$ cat src/rtl/activation_interp_scheduler_if.sv
// Request/result/configuration bundle of the shared activation interpolator.
// The master side is the requester/consumer/config world, the slave side is the scheduler.
interface activation_interp_scheduler_if #(
    parameter int NUM_REQ = 4,
    parameter int DATA_W  = 8,
    parameter int ID_W    = 2
);
    logic [NUM_REQ-1:0]        req_valid;
    logic [NUM_REQ*DATA_W-1:0] req_data;
    logic [NUM_REQ-1:0]        req_ready;
    logic                      out_valid;
    logic                      out_ready;
    logic [DATA_W-1:0]         out_data;
    logic [ID_W-1:0]           out_id;
    logic                      cfg_we;
    logic [3:0]                cfg_addr;
    logic [DATA_W-1:0]         cfg_data;
    logic                      cfg_ready;
    logic                      busy;

    modport master (
        output req_valid, req_data, out_ready, cfg_we, cfg_addr, cfg_data,
        input  req_ready, out_valid, out_data, out_id, cfg_ready, busy
    );

    modport slave (
        input  req_valid, req_data, out_ready, cfg_we, cfg_addr, cfg_data,
        output req_ready, out_valid, out_data, out_id, cfg_ready, busy
    );
endinterface

$ cat src/rtl/activation_interp_scheduler.sv
// Round-robin shared piecewise-linear activation unit: one Q4.4 sample in flight,
// interpolated between two entries of a loadable 16-point breakpoint table.
module activation_interp_scheduler #(
    parameter int NUM_REQ = 4,
    parameter int DATA_W  = 8,
    parameter int FRAC_W  = 4,
    parameter int ID_W    = 2
) (
    input  logic                          clk,
    input  logic                          rst,
    activation_interp_scheduler_if.slave  bus
);
    localparam int IDX_W  = DATA_W - FRAC_W;
    localparam int LUT_N  = 1 << IDX_W;
    localparam int PROD_W = DATA_W + FRAC_W + 2;

    localparam logic [1:0] S_IDLE  = 2'd0;
    localparam logic [1:0] S_FETCH = 2'd1;
    localparam logic [1:0] S_CALC  = 2'd2;
    localparam logic [1:0] S_OUT   = 2'd3;

    logic [1:0]        state_q,      state_d;
    logic [ID_W-1:0]   last_grant_q, last_grant_d;
    logic [ID_W-1:0]   out_id_q,     out_id_d;
    logic [DATA_W-1:0] x_q,          x_d;
    logic [DATA_W-1:0] base_q,       base_d;
    logic [DATA_W-1:0] next_q,       next_d;
    logic [DATA_W-1:0] out_data_q,   out_data_d;
    logic [DATA_W-1:0] lut_q [LUT_N];
    logic [DATA_W-1:0] lut_d [LUT_N];

    logic [NUM_REQ-1:0] grant_onehot;
    logic               grant_found;
    logic [ID_W-1:0]    grant_id;
    logic [DATA_W-1:0]  grant_x;
    logic [IDX_W-1:0]   idx, idx_next;
    logic signed [DATA_W:0]   diff;
    logic signed [PROD_W-1:0] diff_w, rem_w, prod;

    // Two passes give the rotating priority: first the requesters above last_grant, then wrap.
    always_comb begin
        grant_found  = 1'b0;
        grant_onehot = '0;
        grant_id     = '0;
        grant_x      = '0;
        for (int i = 0; i < NUM_REQ; i++) begin
            if (!grant_found && bus.req_valid[i] && (i > int'(last_grant_q))) begin
                grant_found     = 1'b1;
                grant_onehot[i] = 1'b1;
                grant_id        = ID_W'(i);
                grant_x         = bus.req_data[i*DATA_W +: DATA_W];
            end
        end
        for (int i = 0; i < NUM_REQ; i++) begin
            if (!grant_found && bus.req_valid[i] && (i <= int'(last_grant_q))) begin
                grant_found     = 1'b1;
                grant_onehot[i] = 1'b1;
                grant_id        = ID_W'(i);
                grant_x         = bus.req_data[i*DATA_W +: DATA_W];
            end
        end
    end

    // Offset-binary index: adding half the table maps the signed integer part onto 0..15.
    always_comb begin
        idx      = x_q[DATA_W-1:FRAC_W] + IDX_W'(LUT_N / 2);
        idx_next = idx + 1'b1;
        diff     = {next_q[DATA_W-1], next_q} - {base_q[DATA_W-1], base_q};
        diff_w   = PROD_W'(diff);
        rem_w    = PROD_W'({1'b0, x_q[FRAC_W-1:0]});
        prod     = diff_w * rem_w;
    end

    // NOTE: every variable written here gets a default first, so no path can infer a latch.
    always_comb begin
        state_d       = state_q;
        last_grant_d  = last_grant_q;
        out_id_d      = out_id_q;
        x_d           = x_q;
        base_d        = base_q;
        next_d        = next_q;
        out_data_d    = out_data_q;
        lut_d         = lut_q;
        bus.req_ready = '0;
        case (state_q)
            S_IDLE: begin
                if (bus.cfg_we) begin
                    lut_d[bus.cfg_addr] = bus.cfg_data;
                end else if (grant_found) begin
                    bus.req_ready = grant_onehot;
                    last_grant_d  = grant_id;
                    out_id_d      = grant_id;
                    x_d           = grant_x;
                    state_d       = S_FETCH;
                end
            end
            S_FETCH: begin
                base_d  = lut_q[idx];
                next_d  = (idx != '1) ? lut_q[idx_next] : lut_q[idx];
                state_d = S_CALC;
            end
            S_CALC: begin
                // The result lies between base and next, so modulo-2^8 addition is exact.
                out_data_d = base_q + DATA_W'(prod >>> FRAC_W);
                state_d    = S_OUT;
            end
            default: begin
                if (bus.out_ready) state_d = S_IDLE;
            end
        endcase
    end

    // NOTE: the breakpoint table is reset along with the control state, because a reset must leave it all-zero.
    always_ff @(posedge clk or negedge rst) begin
        if (!rst) begin
            state_q      <= S_IDLE;
            last_grant_q <= ID_W'(NUM_REQ - 1);
            out_id_q     <= '0;
            x_q          <= '0;
            base_q       <= '0;
            next_q       <= '0;
            out_data_q   <= '0;
            for (int i = 0; i < LUT_N; i++) lut_q[i] <= '0;
        end else begin
            // NOTE: non-blocking assignments so every flop samples the pre-edge value of its _d.
            state_q      <= state_d;
            last_grant_q <= last_grant_d;
            out_id_q     <= out_id_d;
            x_q          <= x_d;
            base_q       <= base_d;
            next_q       <= next_d;
            out_data_q   <= out_data_d;
            lut_q        <= lut_d;
        end
    end

    assign bus.out_valid = (state_q == S_OUT);
    assign bus.out_data  = out_data_q;
    assign bus.out_id    = out_id_q;
    assign bus.cfg_ready = (state_q == S_IDLE);
    assign bus.busy      = (state_q != S_IDLE);
endmodule

$ cat src/flat_wrapper.sv
// flat-port wrapper written by rule: the top's interface ports become plain ports
module activation_interp_scheduler_flat 
#(
    parameter int NUM_REQ = 4,
    parameter int DATA_W  = 8,
    parameter int FRAC_W  = 4,
    parameter int ID_W    = 2
)
  (clk, rst, bus_req_valid, bus_req_data, bus_out_ready, bus_cfg_we, bus_cfg_addr, bus_cfg_data, bus_req_ready, bus_out_valid, bus_out_data, bus_out_id, bus_cfg_ready, bus_busy);
  activation_interp_scheduler_if #(.NUM_REQ(NUM_REQ), .DATA_W(DATA_W), .ID_W(ID_W)) bus_i ();
  input  logic clk;
  input  logic rst;
  input wire logic [$bits(bus_i.req_valid)-1:0] bus_req_valid;
  input wire logic [$bits(bus_i.req_data)-1:0] bus_req_data;
  input wire logic [$bits(bus_i.out_ready)-1:0] bus_out_ready;
  input wire logic [$bits(bus_i.cfg_we)-1:0] bus_cfg_we;
  input wire logic [$bits(bus_i.cfg_addr)-1:0] bus_cfg_addr;
  input wire logic [$bits(bus_i.cfg_data)-1:0] bus_cfg_data;
  output wire logic [$bits(bus_i.req_ready)-1:0] bus_req_ready;
  output wire logic [$bits(bus_i.out_valid)-1:0] bus_out_valid;
  output wire logic [$bits(bus_i.out_data)-1:0] bus_out_data;
  output wire logic [$bits(bus_i.out_id)-1:0] bus_out_id;
  output wire logic [$bits(bus_i.cfg_ready)-1:0] bus_cfg_ready;
  output wire logic [$bits(bus_i.busy)-1:0] bus_busy;
  assign bus_i.req_valid = bus_req_valid;
  assign bus_i.req_data = bus_req_data;
  assign bus_i.out_ready = bus_out_ready;
  assign bus_i.cfg_we = bus_cfg_we;
  assign bus_i.cfg_addr = bus_cfg_addr;
  assign bus_i.cfg_data = bus_cfg_data;
  assign bus_req_ready = bus_i.req_ready;
  assign bus_out_valid = bus_i.out_valid;
  assign bus_out_data = bus_i.out_data;
  assign bus_out_id = bus_i.out_id;
  assign bus_cfg_ready = bus_i.cfg_ready;
  assign bus_busy = bus_i.busy;
  activation_interp_scheduler #(.NUM_REQ(NUM_REQ), .DATA_W(DATA_W), .FRAC_W(FRAC_W), .ID_W(ID_W)) u_core (.clk(clk), .rst(rst), .bus(bus_i));
endmodule
$ cat config.mk
export PLATFORM = sky130hd
export DESIGN_NAME = activation_interp_scheduler_flat
export DESIGN_NICKNAME = d
export VERILOG_FILES = /design/src/rtl/activation_interp_scheduler_if.sv /design/src/rtl/activation_interp_scheduler.sv /design/src/flat_wrapper.sv
export SDC_FILE = /design/constraint.sdc
export NUM_CORES = 1
export LEC_CHECK = 0
export BUFFER_PORTS_ARGS = -buffer_cell sky130_fd_sc_hd__buf_2
export CAP_MARGIN = 20
export CORE_UTILIZATION = 50
export CTS_BUF_LIST = sky130_fd_sc_hd__clkbuf_16
export CTS_CLUSTER_DIAMETER = 50
export DETAILED_ROUTE_END_ITERATION = 16
export GPL_TIMING_DRIVEN = 0
export PLACE_DENSITY_LB_ADDON = 0.15
export SLEW_MARGIN = 15
export SYNTH_ARGS = -nofsm -noshare
export SYNTH_HDL_FRONTEND = slang
export SYNTH_SLANG_ARGS = --single-unit
$ cat constraint.sdc
create_clock -name clk -period 7.9 [get_ports clk]
set_input_delay 0.395 -clock clk [delete_from_list [all_inputs] [get_ports clk]]
set_output_delay 0.395 -clock clk [all_outputs]
set_load 0.05 [all_outputs]
==> results of run 1 <==
==> cell type report <==
type | count | area share
buffer | 46 | 0.0197
inverter | 46 | 0.0147
timing repair buffer | 74 | 0.0358
multi-input combinational | 544 | 0.498
sequential | 166 | 0.353
clock inverter | 14 | 0.0136
clock buffer | 17 | 0.0362
tap | 270 | 0.0287
==> cell usage after synthesis (all sizes together) <==
library cell and n:
o41ai 1, inv 46, o21a 8, o211ai 2
a21o 4, nand4 1, nor3 9, nor2b 11
mux2 135, dfstp 2, nor4 2, a222oi 8
nand2b 5, o221a 2, fa 17, nand2 44
a211o 1, o41a 1, o21ai 17, o22ai 4
and3 3, a21oi 16, ha 39, xnor2 14
or4 2, nand4b 8, nand3b 1, a21boi 1
a31o 1, xor2 6, mux2i 1, a31oi 16
mux4 80, or2b 1, and2 25, xnor3 1
nor4bb 1, dfrtp 164, nand3 3, clkbuf 29
buf 17, o31a 1, or3 3, nor2 49
==> kinds of logic (layout without fill, tap and decap cells) <==
family / after synthesis / after routing / synth area share
compound gates: 83 / 83 / 0.0547
xor+xnor: 21 / 21 / 0.0215
buf+inv: 92 / 197 / 0.0388
fa+ha+maj: 56 / 56 / 0.0795
flops: 166 / 166 / 0.399
simple gates: 168 / 168 / 0.0866
mux: 216 / 216 / 0.320
==> worst max path at each step <==
stage | from | to | slack [ns] | depth (start not counted)
3_3_place_gp | u_core.base_q[1]$_DFFE_PN0P_ | u_core.bus.out_data[7]$_DFFE_PN0P_ | 1.72 | 28
4_1_cts | u_core.base_q[1]$_DFFE_PN0P_ | u_core.bus.out_data[7]$_DFFE_PN0P_ | 1.52 | 28
3_5_place_dp | u_core.base_q[1]$_DFFE_PN0P_ | u_core.bus.out_data[7]$_DFFE_PN0P_ | 1.56 | 28
2_1_floorplan | u_core.base_q[1]$_DFFE_PN0P_ | u_core.bus.out_data[7]$_DFFE_PN0P_ | 2.36 | 28
5_1_grt | u_core.base_q[1]$_DFFE_PN0P_ | u_core.bus.out_data[7]$_DFFE_PN0P_ | 1.24 | 28
6_report | u_core.base_q[1]$_DFFE_PN0P_ | u_core.bus.out_data[7]$_DFFE_PN0P_ | 1.54 | 28
==> state kept, by name (all words and copies together) (netlist names) <==
register and flops:
u_core.last_grant_q 2, u_core.base_q 8, u_core.lut_q 128, u_core.x_q 8, u_core.bus.out_id 2, u_core.next_q 8, u_core.bus.out_data 8, u_core.state_q 2
==> metrics by stage <==
| stage | cell area, µm² | hold WS [ns] |
|---|---|---|
| 4_1_cts | 11800 | 0.204 |
| 6_report | 11800 | 0.211 |
| 3_5_place_dp | 11200 | 0.352 |
| 5_1_grt | 11800 | 0.214 |
| 2_1_floorplan | 10400 | 0.0994 |
| 3_3_place_gp | 11100 | 0.477 |
==> critical path: cells and delay by family (launching register included) <==
kind / cells / cell delay (ns)
buffers and inverters: 3 / 0.22
AOI/OAI and AO/OA: 8 / 1.22
and+or+nand+nor: 8 / 1.36
xor gates and xnor gates: 3 / 0.86
DFF: 1 / 0.46
adders and majority gates: 6 / 2.18
==> routing by layer <==
| metal | wire length, µm | global-route usage | share of wire | vias to the layer above |
|---|---|---|---|---|
| li1 | - | - | - | 3148 |
| met1 | 11000 | 0.339 | 0.41 | 3770 |
| met2 | 13700 | 0.455 | 0.51 | 257 |
| met3 | 1340 | 0.0391 | 0.050 | 65 |
| met4 | 931 | 0.119 | 0.035 | 0 |
| met5 | 0 | 0 | 0 | - |
==> run metrics, run 1 <==
Hold Path Stages=3; hold_sp=bus_req_data[24]; max-cap violation count=0; Worst Reg2Reg Path Length in Cells=28; multi-input logic area=between 5000 and 6000 µm²; Synthesis Warnings=0; core area=just over 20,000 µm²; area grow syn2layout=12.9%; FF-to-FF setup slack=roughly 1.5 ns; final hold viol count=0; # diodes=0; TritonCTS clock tree=done; Final ANT Viol Nets=0; CP max stage cell=fa_1; Die H=between 100 and 150 µm; Worst Skew=between 0.01 and 0.015 ns; FMAX=roughly 0.16 GHz; headroom to the max-slew limit=0.284; placed cell count=about 1,100; DP Worst Slack=between 1.5 and 2 ns; Critical Path RT=8.26 ns; antenna violations before repair=0; syn avg cell area=between 10 and 15 µm²; Worst Path Max Fanout=5; Critical Path Source Type=flip-flop; area leader, netlist=dfrtp_1; total track usage=0.267; status=complete, no violations; GRT overflow=0; GP Congestion=0.861; clock latency on the worst-skew pair=around 0.43 ns; CP arrival=~6.7 ns; row count=52; Slew @ Worst Pin=1.07 ns; CP peak stage delay=approximately 0.57 ns; chip width=approximately 150 µm; cell count after synthesis=802; Initial Util=0.513; origin of the critical flop-to-flop path=u_core.base_q[1]$_DFFE_PN0P_; non-filler cells, final=around 1,200; die area=~21,000 µm²; CTS Hold Bufs=1; Yosys top cell area share=0.394; post-route minimum period=around 6.4 ns; CTS Buffer Depth=2; r2r endpoint=u_core.bus.out_data[7]$_DFFE_PN0P_; HP Class=in2reg; Final Util=0.580; RSZ-0062 raised after global routing=false; final setup TNS=0 ns; pins over their slew limit=0; CP Capture Type=flip-flop; Vias/cell=between 6 and 7; DRC viols=0; Final #Nets=~1,000; DR vias=around 7,200; DR WL/cell=22.9 µm; synthesized flop and latch total=166; fin crit share=0.805; clock buffer count from CTS=17; largest net degree at the start of global routing=about 110; distinct cell type count after synthesis=60; clk slew on worst S/H paths=0.07 ns; share of cells above drive strength 1=0.323; cell area after synthesis=roughly 10,000 µm²; postcts setup bufs=0; Fillers=1,683; DRT Wirelength=approximately 27 mm; critical path type=reg2reg; Sink Count=~170; Synth area leaders=dfrtp_1 (39%), mux4_2 (17%), mux2_2 (8.0%); sequential area share after synthesis=0.399; HPWL after detailed placement=roughly 19 mm; CP most frequent cell=ha_1; Storage cell area=4160 µm²; syn_nets=910; most frequent cells in the layout=dfrtp_1 (164), mux4_2 (80), mux2_2 (74), buf_2 (72), mux2_1 (61); global-route wire length before repair=42.6 mm; worst hold endpoint=u_core.x_q[0]$_DFFE_PN0P_; PnR worst setup slack=1.54 ns; final setup fails=0; htree depth=4; Starting DRT DRC Count=623; most common cell after layout, fill and taps aside=dfrtp_1; port bufs=just under 70; I/O pin count=a little under 70; post_cts resized=0; clk root buf=clkbuf_16; number of global-route vias before repair=7,580; drt first pass iters=8
Power of run 1 is left out: the tool's default activity adds up to more than one toggle a clock period on the data nets, which glitch-free logic cannot reach.
==> inputs of run 2 (changes only) <==
==> constraint.sdc (replaced) <==
create_clock -name clk -period 5.9 [get_ports clk]
set_input_delay 0.295 -clock clk [delete_from_list [all_inputs] [get_ports clk]]
set_output_delay 0.295 -clock clk [all_outputs]
set_load 0.05 [all_outputs]
==> run 2 against run 1 <==
- critical path depth is the same
- critical path type unchanged
- cell area grew 2.0%
- die area is the same
- largest cell class unchanged
- sequential share of layout area shrank 0.69 points
- sequential cell count is the same
- register-to-register slack lost 1.3 ns
==> run metrics, run 2 (synthesized netlist as in run 1, its figures left out) <==
drt first pass iters=6; Worst Skew=roughly 0.012 ns; port bufs=68; Largest Register=u_core.lut_q; hold slack=0.111 ns; DRT Wirelength=~27 mm; fin crit share=0.964; # diodes=0; Sink Count=166; final setup TNS=0 ns; met2 usage=0.459; Worst Path Max Fanout=5; share of cells above drive strength 1=0.358; Slew @ Worst Pin=between 1 and 1.5 ns; status=complete, no violations; GRT overflow=0; Final ANT Viol Nets=0; DRC viols=0; Initial Util=0.513; area grow syn2layout=15.2%; I/O pin count=69; CP max stage cell=fa_1; htree depth=4; met3 usage=0.0391; row count=between 50 and 60; headroom to the max-slew limit=0.276; core area=roughly 20,000 µm²; final setup fails=0; max reg flops=128; Critical Path RT=approximately 6.2 ns; GP Congestion=0.861; FMAX=approximately 0.18 GHz; number of global-route vias before repair=between 7,000 and 8,000; HPWL after detailed placement=between 15 and 20 mm; family with the most delay on the worst path=adder cells; fin area=12,000 µm²; Vias/cell=between 6 and 7; pins over their slew limit=0; post-route minimum period=~5.7 ns; DP Area=about 11,000 µm²; DR vias=7,361; TritonCTS clock tree=done; DR WL/cell=22.7 µm; Die H=146 µm; CTS Buffer Depth=2; clock buffer count from CTS=17; Critical Path Source Type=flip-flop; antenna violations before repair=0; HP Class=in2reg; clock latency on the worst-skew pair=roughly 0.43 ns; die area=around 21,000 µm²; clk root buf=clkbuf_16; most common cell after layout, fill and taps aside=dfrtp_1; most frequent cells in the layout=dfrtp_1 (163), mux4_2 (80), mux2_2 (74), buf_2 (72), mux2_1 (61); global-route wire length before repair=42.8 mm; final hold viol count=0; GRT met1 Usage=0.340; GR peak layer=met2; chip width=between 100 and 150 µm; largest net degree at the start of global routing=~110; CP peak stage delay=slightly below 0.6 ns; critical path type=reg2reg; max-cap violation count=0; Final #Nets=a little over 1,000; CP bufs+invs=7; Starting DRT DRC Count=around 560; CP most frequent cell=buf_4; total track usage=0.268; CP Capture Type=flip-flop; CP arrival=between 6 and 7 ns; clk slew on worst S/H paths=approximately 0.070 ns
-- run 2: cell types whose count changed in the layout (fill, tap and decap cells not counted), sizes merged --
| cell | previous run | this run |
|---|---|---|
| buf | 90 | 105 |
-- run 2: per-layer routing --
layer / share of wire / routed length [µm]
met1: 0.40 / 10800
met2: 0.51 / 13900
met3: 0.053 / 1430
met4: 0.036 / 964
met5: 0 / 0
-- run 2: timing repair --
| item | in CTS | in global routing |
|---|---|---|
| hold buffers | 1 | 0 |
| endpoints found under the setup margin | 1 | 2 |
| buffers inserted | 10 | 6 |
| pin swaps | 8 | 22 |
| gates resized for setup | 6 | 22 |
| cloned | 0 | 0 |
| hold endpoints to repair | 58 | 0 |
-- run 2: final timing paths --
check / startpoint / end / slack [ns] / cells after the start
setup / recovery: u_core.base_q[0]$_DFFE_PN0P_ / u_core.bus.out_data[5]$_DFFE_PN0P_ / 0.21 / 28
hold / removal: bus_req_data[24] / u_core.x_q[0]$_DFFE_PN0P_ / 0.11 / 3
setup reg to reg: u_core.base_q[0]$_DFFE_PN0P_ / u_core.bus.out_data[5]$_DFFE_PN0P_ / 0.21 / 28
hold reg to reg: u_core.bus.out_id[1]$_DFFE_PN0P_ / u_core.bus.out_id[1]$_DFFE_PN0P_ / 0.50 / 2
max in group asynchronous: rst / u_core.base_q[1]$_DFFE_PN0P_ / 4.61 / 3
min in group asynchronous: rst / u_core.lut_q[53]$_DFFE_PN0P_ / 0.38 / 2
-- run 2: metrics by stage --
stage / instances / setup WS, ns / utilization
after detailed placement: 1144 / -0.435 / 0.550
after global placement: 1140 / -0.283 / 0.547
final: 1192 / 0.213 / 0.591
after CTS: 1186 / -0.0416 / 0.584
after floorplan: 802 / 0.363 / -
after global routing: 1192 / -0.0309 / 0.591
-- run 2: layout make-up --
cell class | instances | area [µm²]
multi-input cells | 544 | 5980
fillers | 1674 | 8300
clock buffers | 17 | 425
clock inverters | 14 | 160
flip-flops and latches | 166 | 4160
repair buffers | 89 | 534
plain buffers | 46 | 231
inverters | 46 | 173
well taps | 270 | 338
-- run 2: tightest hold or removal path, delay by kind of cell --
family | cells | cell delay [ns]
and+or+nand+nor | 1 | 0.05
AOI/OAI and AO/OA | 1 | 0.07
buffers and inverters | 1 | 0.09
Power of run 2 is left out for the same reason.
